$ cat src/rtl/wb_write_queue.sv
// -----------------------------------------------------------------------------
// wb_write_queue
//
// In-order write buffer that sits in front of the single write port of the
// 32x32 register file. Two producers can issue per cycle: slot 0 is the WB
// stage and slot 1 is the multi-cycle unit or a late load return. The queue
// drains one entry per cycle into We/Wr/D. A forwarding lookup lets ID-stage
// reads on Ra/Rb see data that has not reached the register file yet.
//
// Ports
//   Clk, Clr                 clock, synchronous active-high reset
//   In0Valid/In0Wr/In0D      write request, slot 0 (older of the pair)
//   In1Valid/In1Wr/In1D      write request, slot 1 (younger of the pair)
//   Stall                    fewer than two free entries, producers hold off
//   Overflow                 sticky, a request arrived while Stall was high
//   Ra/Rb                    forwarding lookup addresses
//   QaHit/QaFwd, QbHit/QbFwd youngest pending data for Ra/Rb
//   We/Wr/D                  register file write port (head entry)
//   Count                    occupancy, 0..DEPTH
// -----------------------------------------------------------------------------
module wb_write_queue #(
    parameter int DEPTH = 4,
    parameter int AW    = 2
) (
    input  logic          Clk,
    input  logic          Clr,
    input  logic          In0Valid,
    input  logic [4:0]    In0Wr,
    input  logic [31:0]   In0D,
    input  logic          In1Valid,
    input  logic [4:0]    In1Wr,
    input  logic [31:0]   In1D,
    output logic          Stall,
    output logic          Overflow,
    input  logic [4:0]    Ra,
    input  logic [4:0]    Rb,
    output logic          QaHit,
    output logic [31:0]   QaFwd,
    output logic          QbHit,
    output logic [31:0]   QbFwd,
    output logic          We,
    output logic [4:0]    Wr,
    output logic [31:0]   D,
    output logic [AW:0]   Count
);

    typedef struct packed {
        logic        hit;
        logic [31:0] data;
    } fwd_t;

    logic [4:0]    ent_wr_q [DEPTH];
    logic [31:0]   ent_d_q  [DEPTH];
    logic [AW-1:0] head_q, head_d;
    logic [AW-1:0] tail_q, tail_d;
    logic [AW-1:0] tail1;
    logic [AW:0]   count_q, count_d;
    logic          ovf_q, ovf_d;
    logic          req0, req1, acc0, acc1, deq;
    fwd_t          fwd_a, fwd_b;

    // Register 0 is hardwired, so writes to it are never real requests.
    assign req0  = In0Valid && (In0Wr != 5'd0);
    assign req1  = In1Valid && (In1Wr != 5'd0);
    assign Stall = count_q > (AW+1)'(DEPTH - 2);
    assign acc0  = req0 && !Stall;
    assign acc1  = req1 && !Stall;
    assign deq   = count_q != '0;

    // Slot 1 lands right behind slot 0 when both are accepted, else at tail.
    assign tail1 = tail_q + AW'(acc0);

    always_comb begin
        head_d  = head_q + AW'(deq);
        tail_d  = tail_q + AW'(acc0) + AW'(acc1);
        count_d = count_q + (AW+1)'(acc0) + (AW+1)'(acc1) - (AW+1)'(deq);
        ovf_d   = ovf_q | (Stall & (req0 | req1));
    end

    // NOTE: sequential state uses non-blocking assignments so every register
    // samples the pre-edge values of the others.
    always_ff @(posedge Clk) begin
        if (Clr) begin
            head_q  <= '0;
            tail_q  <= '0;
            count_q <= '0;
            ovf_q   <= 1'b0;
        end else begin
            head_q  <= head_d;
            tail_q  <= tail_d;
            count_q <= count_d;
            ovf_q   <= ovf_d;
        end
    end

    // NOTE: the entry storage has no reset; occupancy gates every read of it,
    // so clearing it would only cost flops. Clr still blocks the write.
    always_ff @(posedge Clk) begin
        if (!Clr) begin
            if (acc0) begin
                ent_wr_q[tail_q] <= In0Wr;
                ent_d_q[tail_q]  <= In0D;
            end
            if (acc1) begin
                ent_wr_q[tail1] <= In1Wr;
                ent_d_q[tail1]  <= In1D;
            end
        end
    end

    // Scan oldest to youngest so later matches win, then let the incoming
    // pair override in slot order; the result is the youngest pending value.
    function automatic fwd_t lookup(input logic [4:0] r);
        fwd_t          res;
        logic [AW-1:0] idx;
        res = '0;
        idx = '0;
        if (r != 5'd0) begin
            for (int i = 0; i < DEPTH; i++) begin
                idx = head_q + AW'(i);
                if (((AW+1)'(i) < count_q) && (ent_wr_q[idx] == r)) begin
                    res.hit  = 1'b1;
                    res.data = ent_d_q[idx];
                end
            end
            if (acc0 && (In0Wr == r)) begin
                res.hit  = 1'b1;
                res.data = In0D;
            end
            if (acc1 && (In1Wr == r)) begin
                res.hit  = 1'b1;
                res.data = In1D;
            end
        end
        return res;
    endfunction

    always_comb begin
        fwd_a = lookup(Ra);
        fwd_b = lookup(Rb);
    end

    assign QaHit    = fwd_a.hit;
    assign QaFwd    = fwd_a.data;
    assign QbHit    = fwd_b.hit;
    assign QbFwd    = fwd_b.data;

    assign We       = deq;
    assign Wr       = deq ? ent_wr_q[head_q] : 5'd0;
    assign D        = deq ? ent_d_q[head_q]  : 32'd0;
    assign Count    = count_q;
    assign Overflow = ovf_q;

endmodule

$ cat config.mk
export PLATFORM = sky130hd
export DESIGN_NAME = wb_write_queue
export DESIGN_NICKNAME = d
export VERILOG_FILES = /design/src/rtl/wb_write_queue.sv
export SDC_FILE = /design/constraint.sdc
export NUM_CORES = 1
export LEC_CHECK = 0
export CAP_MARGIN = 15
export CELL_PAD_IN_SITES_DETAIL_PLACEMENT = 0
export CELL_PAD_IN_SITES_GLOBAL_PLACEMENT = 2
export CORE_UTILIZATION = 38
export CTS_CLUSTER_DIAMETER = 150
export CTS_CLUSTER_SIZE = 10
export DETAILED_ROUTE_END_ITERATION = 12
export PLACE_DENSITY = 0.83
export SLEW_MARGIN = 20
export SYNTH_ARGS = -nofsm -noshare
export SYNTH_HDL_FRONTEND = slang
export SYNTH_SLANG_ARGS = --single-unit
$ cat constraint.sdc
create_clock -name Clk -period 12.7 [get_ports Clk]
set_input_delay 3.81 -clock Clk [delete_from_list [all_inputs] [get_ports Clk]]
set_output_delay 3.81 -clock Clk [all_outputs]
set_load 0.02 [all_outputs]
# Yosys cells after proc, flatten, opt, wreduce, memory -nomap -nowiden
# Memories as Yosys holds them, arrays and structs flattened. A register that Yosys moved wholly into a read port is not among the register bits.
# Index checks and enable logic that the tools add are counted.
# totals
register_bits	8
out_inout_bits	109
memories	2
ram_bits	148
wordCells	81
# mem_list
name	depth	word_bits	read_ports	rd_ports_with_merged_regs	write_ports	line_no	rtl
ent_d_q	4	32	4	1	2	53	logic [31:0] ent_d_q [DEPTH];
ent_wr_q	4	5	4	1	2	52	logic [4:0] ent_wr_q [DEPTH];
# classes
n_lt_le_gt_ge	5
n_addsub	9
muxes	24
reduce_logical	22
bitwise_logic	3
eq_ne	12
# ops
op	count
33-bit two-way mux	14
5-bit == test	12
32-bit two-way mux	1
5-bit nonzero test	4
1-bit logical AND	16
2-bit by 1-bit adder with 2-bit output	3
3-bit by 1-bit adder with 3-bit output	2
1-bit by 3-bit < comparator with 1-bit output (first input constant)	2
2-bit by 3-bit < comparator with 1-bit output (first input constant)	2
1-bit two-way mux	6
5-bit two-way mux	1
2-bit adder (second input constant)	2
2-bit two-way mux	2
3-bit by 2-bit > comparator with 1-bit output (second input constant)	1
3-bit nonzero test	1
3-bit by 1-bit subtractor with 3-bit output	1
2-bit by 1-bit adder with 2-bit output (second input constant)	1
1-bit bitwise OR	2
1-bit bitwise AND	1
1-bit logical NOT	1

# Longest topological paths before layout
# Gate-level depths: netlist (run 1).
# An unclocked memory read counts as a cell.
# logic_depth
depth_word	10
mapped_depth	13

# Worst setup path before layout (run 1)
# OpenSTA, ideal clock, no wires.
# synth_timing
path_type	input port to output port
from	input In1Wr[2]
to	output QaFwd[23]
arrival_time_ns	6.179
cell_stages	11
slack_ns	2.711
t_required_ns	8.890
cell_sequence	clkbuf_1 > or4_1 > o21ai_1 > or2_1 > clkbuf_1 > or4_1 > buf_2 > nand2b_1 > clkbuf_1 > o221ai_1 > a31oi_1
# synth_between
elab_chain_len	6
elab_cells_between_ends	7
classes_between	eq/ne (1); mux (2); reduce/logical (4)
# synth_lines
item	line_no	rtl
from (decl)	31	input logic [4:0] In1Wr,
5-bit nonzero test	64	assign req1 = In1Valid && (In1Wr != 5'd0);
1-bit logical AND	64	
1-bit logical AND	67	assign acc1 = req1 && !Stall;
1-bit logical AND *	130	if (acc1 && (In1Wr == r)) begin
33-bit two-way mux *	130	
33-bit two-way mux *	118	if (r != 5'd0) begin
to (decl)	38	output logic [31:0] QaFwd,
# Mark *: on every way between the ends. The rest lies on a longest branch, timed or not.

# Final worst setup path (run 1)
# layout_timing
from	input Ra[2]
to	output QaFwd[0]
# layout_between
elab_chain_len	9
elab_cells_between_ends	20
classes_between	eq/ne (6); mux (7); reduce/logical (7)
# layout_lines
item	line_no	rtl
from (decl)	35	input logic [4:0] Ra,
5-bit == test	121	if (((AW+1)'(i) < count_q) && (ent_wr_q[idx] == r)) begin
1-bit logical AND	121	
33-bit two-way mux (4 in series)	121	
33-bit two-way mux	126	if (acc0 && (In0Wr == r)) begin
33-bit two-way mux	130	
33-bit two-way mux *	118	
# Marks and branches as above.

==> qor.yml, run 1 <==
wl_per_cell_um: 25.2
track_usage_pct: 26.8
intPower_mw: 1.85
min_path_type: "flip-flop to flip-flop"
design.portCount: 197
path_buf_inv: 3
worstPathCellList: "clkdlybuf4s50_1 -> xnor2_1 -> nand3_1 -> nor3_2 -> buf_12 -> a221oi_1 -> or3_1 -> a31oi_1 -> clkdlybuf4s50_1"
peakVddDrop_mv: 0.149
min_period_ns: 11.44
crit_fanout: 26
clockPowerShare_pct: 15.8
die-area_um2: 37700
ant_nets: 0
async_flop_share_pct: 0
required_ns: 8.89
core_um2: 36500
routabilityCongestion: 0.857
crit_family: "buffers and inverters"
first_global_vias: 12500
comb_power_share_pct: 60.8
p_per_area_nw_per_um2: 202
ys_seq_elements: 156
drt_iter0_drc: 1306
p_switching_mw: 1.56
ctsHtreeMaxLevel: 4
synth_cells: 1469
yosys_warnings: 0
rsz0062_at_grt: "false"
drt-total-wl_mm: 51.6
viasPerCell: 6.32
hold_viol: 0
synth_edf_count: 148
cts_sinks: 156
drc: 0
area_growth_pct: 20.2
clockBufferDepth: 2
clk_latency_ns: 0.44
ys.flop_type: "edfxtp_1"
grt_max_degree: 178
cp-end-kind: "output pin"
place_ws_ns: 1.34
hpwl_mm: 32.7
cts_setup_buffers: 0
p_leak_nw: 5.41
crit_path_frequent_cell: "clkdlybuf4s50_1"
ctsHoldBuffers: 0
ys_types: 58
worstPathArrival_ns: 7.63
max_stage_delay_ns: 0.77
slew_headroom_pct: 29.9
clkSlewWorstSetupHoldPaths_ns: 0.07
ctsRootBufferMaster: "clkbuf_16"
synth_nets: 1565
min_period_over_period_pct: 90.1
num_vias: 12900
first_pass_iters: 5
p_sw_share_pct: 45.8
tritoncts: "yes"
worst_slack_ns: 1.26
final_layout_size_suffix_gt1_share_pct: 19.7
antenna_found_initial: 2
final_max_slew_viol_count: 0
clock_skew_ns: 0.0136
setup_viol: 0
tightest_slew_ns: 1.05
avgSynthCellArea_um2: 9.56
cts_made_buffers: 17
synth_seq_area_share_pct: 32.8
seqPwrFrac_pct: 23.4
cp_slowest_cell: "nor3_2"
grt_pass1_wl_mm: 76.9
status: "finished, final reports clean"
finalNetCount: 1660
rows: 70
tns_ns: 0
start_util_pct: 38.4
overflow: 0
die_y_um: 194
max_freq_ghz: 0.0874
die_w_um: 194
cap_viol_max_count: 0
criticalPathCategory: "primary input to output pin"
startpoint_type: "primary input"
syn_area_um2: 14000
ctsResizeCount: 0
io_buffers: 196
## cells in the final DEF (no fill, tap or decap), drive strengths merged, types with 3 or more instances in the layout
cell type	netlist	layout
mux4	24	24
clkinv	0	5
o221ai	63	63
nor4	3	3
nand4	4	4
a211oi	60	60
nor2b	39	39
o21ai	99	99
xor2	20	20
buf	62	33
mux2	181	181
clkdlybuf4s50	0	196
or4	6	6
nand2	78	78
bufinv	0	3
a21oi	128	128
nor2	111	111
a221oi	31	31
or2	3	3
nor3	6	6
a31oi	32	32
xnor2	47	47
mux2i	70	70
or3	31	31
nand2b	7	7
inv	42	45
o221a	32	32
edfxtp	148	148
nand3	10	10
ha	6	6
clkbuf	91	19
dfxtp	8	8
and2	4	4
## state kept, by name, summed over array words and instances, names as in the netlist
name      count
tail_q        2
ent_d_q     128
Count         3
ent_wr_q     20
head_q        2
Overflow      1
## power groups by stage
stage	logic [mW]	clock network, mW	registers, mW
2_1_floorplan	1.40	0	0.746
3_3_place_gp	2.06	0	0.801
3_5_place_dp	2.06	0	0.808
4_1_cts	2.07	0.545	0.798
5_1_grt	2.23	0.564	0.814
6_report	2.07	0.540	0.797
## path summary, 6_finish.rpt
check / startpoint / endpoint / slack, ns / cells after the start
setup / recovery: Ra[2] / QaFwd[0] / 1.26 / 9
hold / removal: Overflow / Overflow / 0.49 / 2
setup reg to reg: Count[2] / ent_d_q[2][13] / 8.63 / 9
hold reg to reg: Overflow / Overflow / 0.49 / 2
## Yosys cell counts (all sizes together) (3+ instances only)
cell | instances | share of area [%]
mux2 | 181 | 15
nor2 | 111 | 3.0
or3 | 31 | 1.4
nand3 | 10 | 0.36
or2 | 3 | 0.13
a221oi | 31 | 1.9
or4 | 6 | 0.32
a31oi | 32 | 1.4
nand2 | 78 | 2.1
o221ai | 63 | 3.9
mux2i | 70 | 5.0
nand2b | 7 | 0.31
nor3 | 6 | 0.21
xnor2 | 47 | 3.1
xor2 | 20 | 1.2
a21oi | 128 | 4.6
nor4 | 3 | 0.13
nand4 | 4 | 0.22
nor2b | 39 | 1.7
inv | 42 | 1.1
o21ai | 99 | 3.5
dfxtp | 8 | 1.1
a211oi | 60 | 3.2
o221a | 32 | 2.6
mux4 | 24 | 3.9
ha | 6 | 0.53
buf | 62 | 2.5
clkbuf | 91 | 2.4
edfxtp | 148 | 32
and2 | 4 | 0.18
## area by class of cell
type	count	area [um^2]
multi-input cells	1118	8690
repair buffers	229	2230
inverters	42	160
clock inverters	13	165
clock buffers	19	433
fillers	3499	19600
flip-flops and latches	156	4610
diodes	1	2.50
well taps	468	586
## layer usage
| layer | track usage [%] | wire length [um] |
|---|---|---|
| met3 | 4.23 | 3970 |
| met2 | 43.6 | 24100 |
| met4 | 10.5 | 1390 |
| met5 | 0 | 12 |
| met1 | 35.6 | 22100 |
## worst register-to-register path: cells and delay by family (launching register included)
| kind | cells | cell delay, ns |
|---|---|---|
| flops | 1 | 0.45 |
| buf+inv | 3 | 0.86 |
| fa+ha+maj | 2 | 0.62 |
| compound gates | 1 | 0.77 |
| mux | 1 | 0.44 |
| simple gates | 2 | 0.69 |
## cell families (layout without fill, tap and decap cells)
group / count (synthesis) / count (layout) / share of synthesized area, %
AOI/OAI and AO/OA: 460 / 460 / 22.2
and+or+nand+nor: 308 / 308 / 10.4
muxes: 275 / 275 / 23.4
buffers and inverters: 195 / 303 / 6.01
DFF: 156 / 156 / 32.8
xor gates and xnor gates: 67 / 67 / 4.39
adders and majority gates: 8 / 8 / 0.820
other: 0 / 1 / 0
## stage by stage
| stage | cell area [um^2] | utilization (%) | instances | hold WS, ns | power, mW |
|---|---|---|---|---|---|
| 2_1_floorplan | 14000 | - | 1469 | 0.571 | 2.14 |
| 3_3_place_gp | 16300 | 44.5 | 2013 | 0.467 | 2.86 |
| 3_5_place_dp | 16300 | 44.6 | 2013 | 0.482 | 2.87 |
| 4_1_cts | 16900 | 46.2 | 2045 | 0.500 | 3.41 |
| 5_1_grt | 16900 | 46.2 | 2045 | 0.534 | 3.61 |
| 6_report | 16900 | 46.2 | 2046 | 0.485 | 3.41 |
No activity file was read; power rests on OpenSTA's default activity.
==> inputs of run 2 (changes only) <==
CORE_UTILIZATION = 32   (was 38)
PLACE_DENSITY = 0.74   (was 0.83)
clock period = 10.2 ns   (was 12.7 ns; I/O delays follow)
==> qor.yml, run 2 (same netlist as run 1, synthesis figures left out) <==
status: "finished, final reports clean"
core_um2: 43200
clk_latency_ns: 0.43
hpwl_mm: 35.6
diodes: 0
min_period_ns: 9.84
worstPathCellList: "clkdlybuf4s50_1 -> or4_1 -> o21ai_1 -> buf_4 -> or2_1 -> or4_2 -> nand2b_2 -> buf_4 -> o221ai_1 -> a31oi_1 -> clkdlybuf4s50_1"
multi_input_area_um2: 8680
clock_skew_ns: 0.0150
min_period_over_period_pct: 96.5
fin_cells: 2192
ctsHtreeMaxLevel: 4
p_leak_nw: 5.58
die_y_um: 211
final_max_slew_viol_count: 0
cap_viol_max_count: 0
final_layout_size_suffix_gt1_share_pct: 21.5
drt_iter0_drc: 1114
fillCellCount: 4299
cp-end-kind: "output pin"
register_area_um2: 4610
grt_pass1_wl_mm: 81.0
crit_family: "buffers and inverters"
design.portCount: 197
start_util_pct: 32.5
criticalPathCategory: "primary input to output pin"
overflow: 0
ctsRootBufferMaster: "clkbuf_16"
drc: 0
rsz0062_at_grt: "false"
first_pass_iters: 5
max_freq_ghz: 0.102
die-area_um2: 44700
io_buffers: 196
ctsHoldBuffers: 0
rows: 76
drt-total-wl_mm: 54.6
p_per_area_nw_per_um2: 248
clockBufferDepth: 2
ctsResizeCount: 0
min_path_type: "flip-flop to flip-flop"
crit_fanout: 17
cts_sinks: 156
dp_cells: 2160
cp_slowest_cell: "or4_2"
first_global_vias: 12900
setup_viol: 0
die_w_um: 211
tns_ns: 0
peakVddDrop_mv: 0.137
holdWs_ns: 0.507
viasPerCell: 5.90
final_cell_mix: "clkdlybuf4s50_1 (196), mux2_2 (181), edfxtp_1 (148)"
largest-register: "ent_d_q"
cts_setup_buffers: 0
area_growth_pct: 23.2
hold_viol: 0
cts_made_buffers: 17
track_usage_pct: 24.3
max_stage_delay_ns: 0.80
antenna_found_initial: 1
largest_register_ffs: 128
routabilityCongestion: 0.839
worst_slack_ns: 0.359
place_ws_ns: 0.397
wl_per_cell_um: 24.9
finalNetCount: 1690
total_power_mw: 4.29
tritoncts: "yes"
ant_nets: 0
layout_commonest_cell: "clkdlybuf4s50_1"
grt_max_degree: 85
required_ns: 7.14
worstPathArrival_ns: 6.78
slew_headroom_pct: 26.6
path_buf_inv: 4
num_vias: 12900
clkSlewWorstSetupHoldPaths_ns: 0.07
tightest_slew_ns: 1.10
startpoint_type: "primary input"
==> run 2: cell count changes in the layout (fill, tap and decap cells not counted), sizes merged <==
| cell | delta |
|---|---|
| clkbuf | -1 |
| diode | -1 |
| inv | +3 |
| clkinvlp | +1 |
| clkinv | -3 |
| buf | +30 |
==> run 2: area by class of cell <==
cell class	instances	area share (%)
multi-input cells	1118	50.2
inverters	42	0.926
flip-flops and latches	156	26.7
well taps	585	4.23
repair buffers	259	14.4
clock inverters	14	1.06
clock buffers	18	2.48
==> run 2: power by group <==
part	internal [mW]	total (mW)	switching, mW	leakage [nW]
logic	1.08	2.63	1.55	3.87
clock network	0.392	0.686	0.294	0.289
registers	0.853	0.973	0.120	1.42
total	2.32	4.29	1.97	5.58
==> run 2: per-stage QoR <==
step           util [%]  area [um^2]
3_3_place_gp       38.6        16700
5_1_grt            40.1        17300
3_5_place_dp       38.6        16700
4_1_cts            40.1        17300
6_report           40.1        17300
2_1_floorplan         -        14000
==> run 2: worst min-delay path: cells and delay by family (launching register included) <==
kind               cells  cell delay, ns
and+or+nand+nor        1            0.08
AOI/OAI and AO/OA      1            0.05
DFF                    1            0.35
==> run 2: per-layer routing <==
metal | vias up | GRT usage, % | wire length (um)
li1 | 5912 | - | -
met3 | 87 | 3.25 | 3590
met1 | 6421 | 32.2 | 23700
met2 | 509 | 40.8 | 26000
met5 | - | 0 | 13
met4 | 2 | 7.90 | 1320
==> run 2: final timing paths <==
path	start	end	slack [ns]	cells past startpoint
hold / removal	Overflow	Overflow	0.51	2
setup / recovery	In1Wr[2]	QaFwd[13]	0.36	11
hold reg to reg	Overflow	Overflow	0.51	2
setup reg to reg	Count[1]	ent_d_q[2][9]	6.05	11
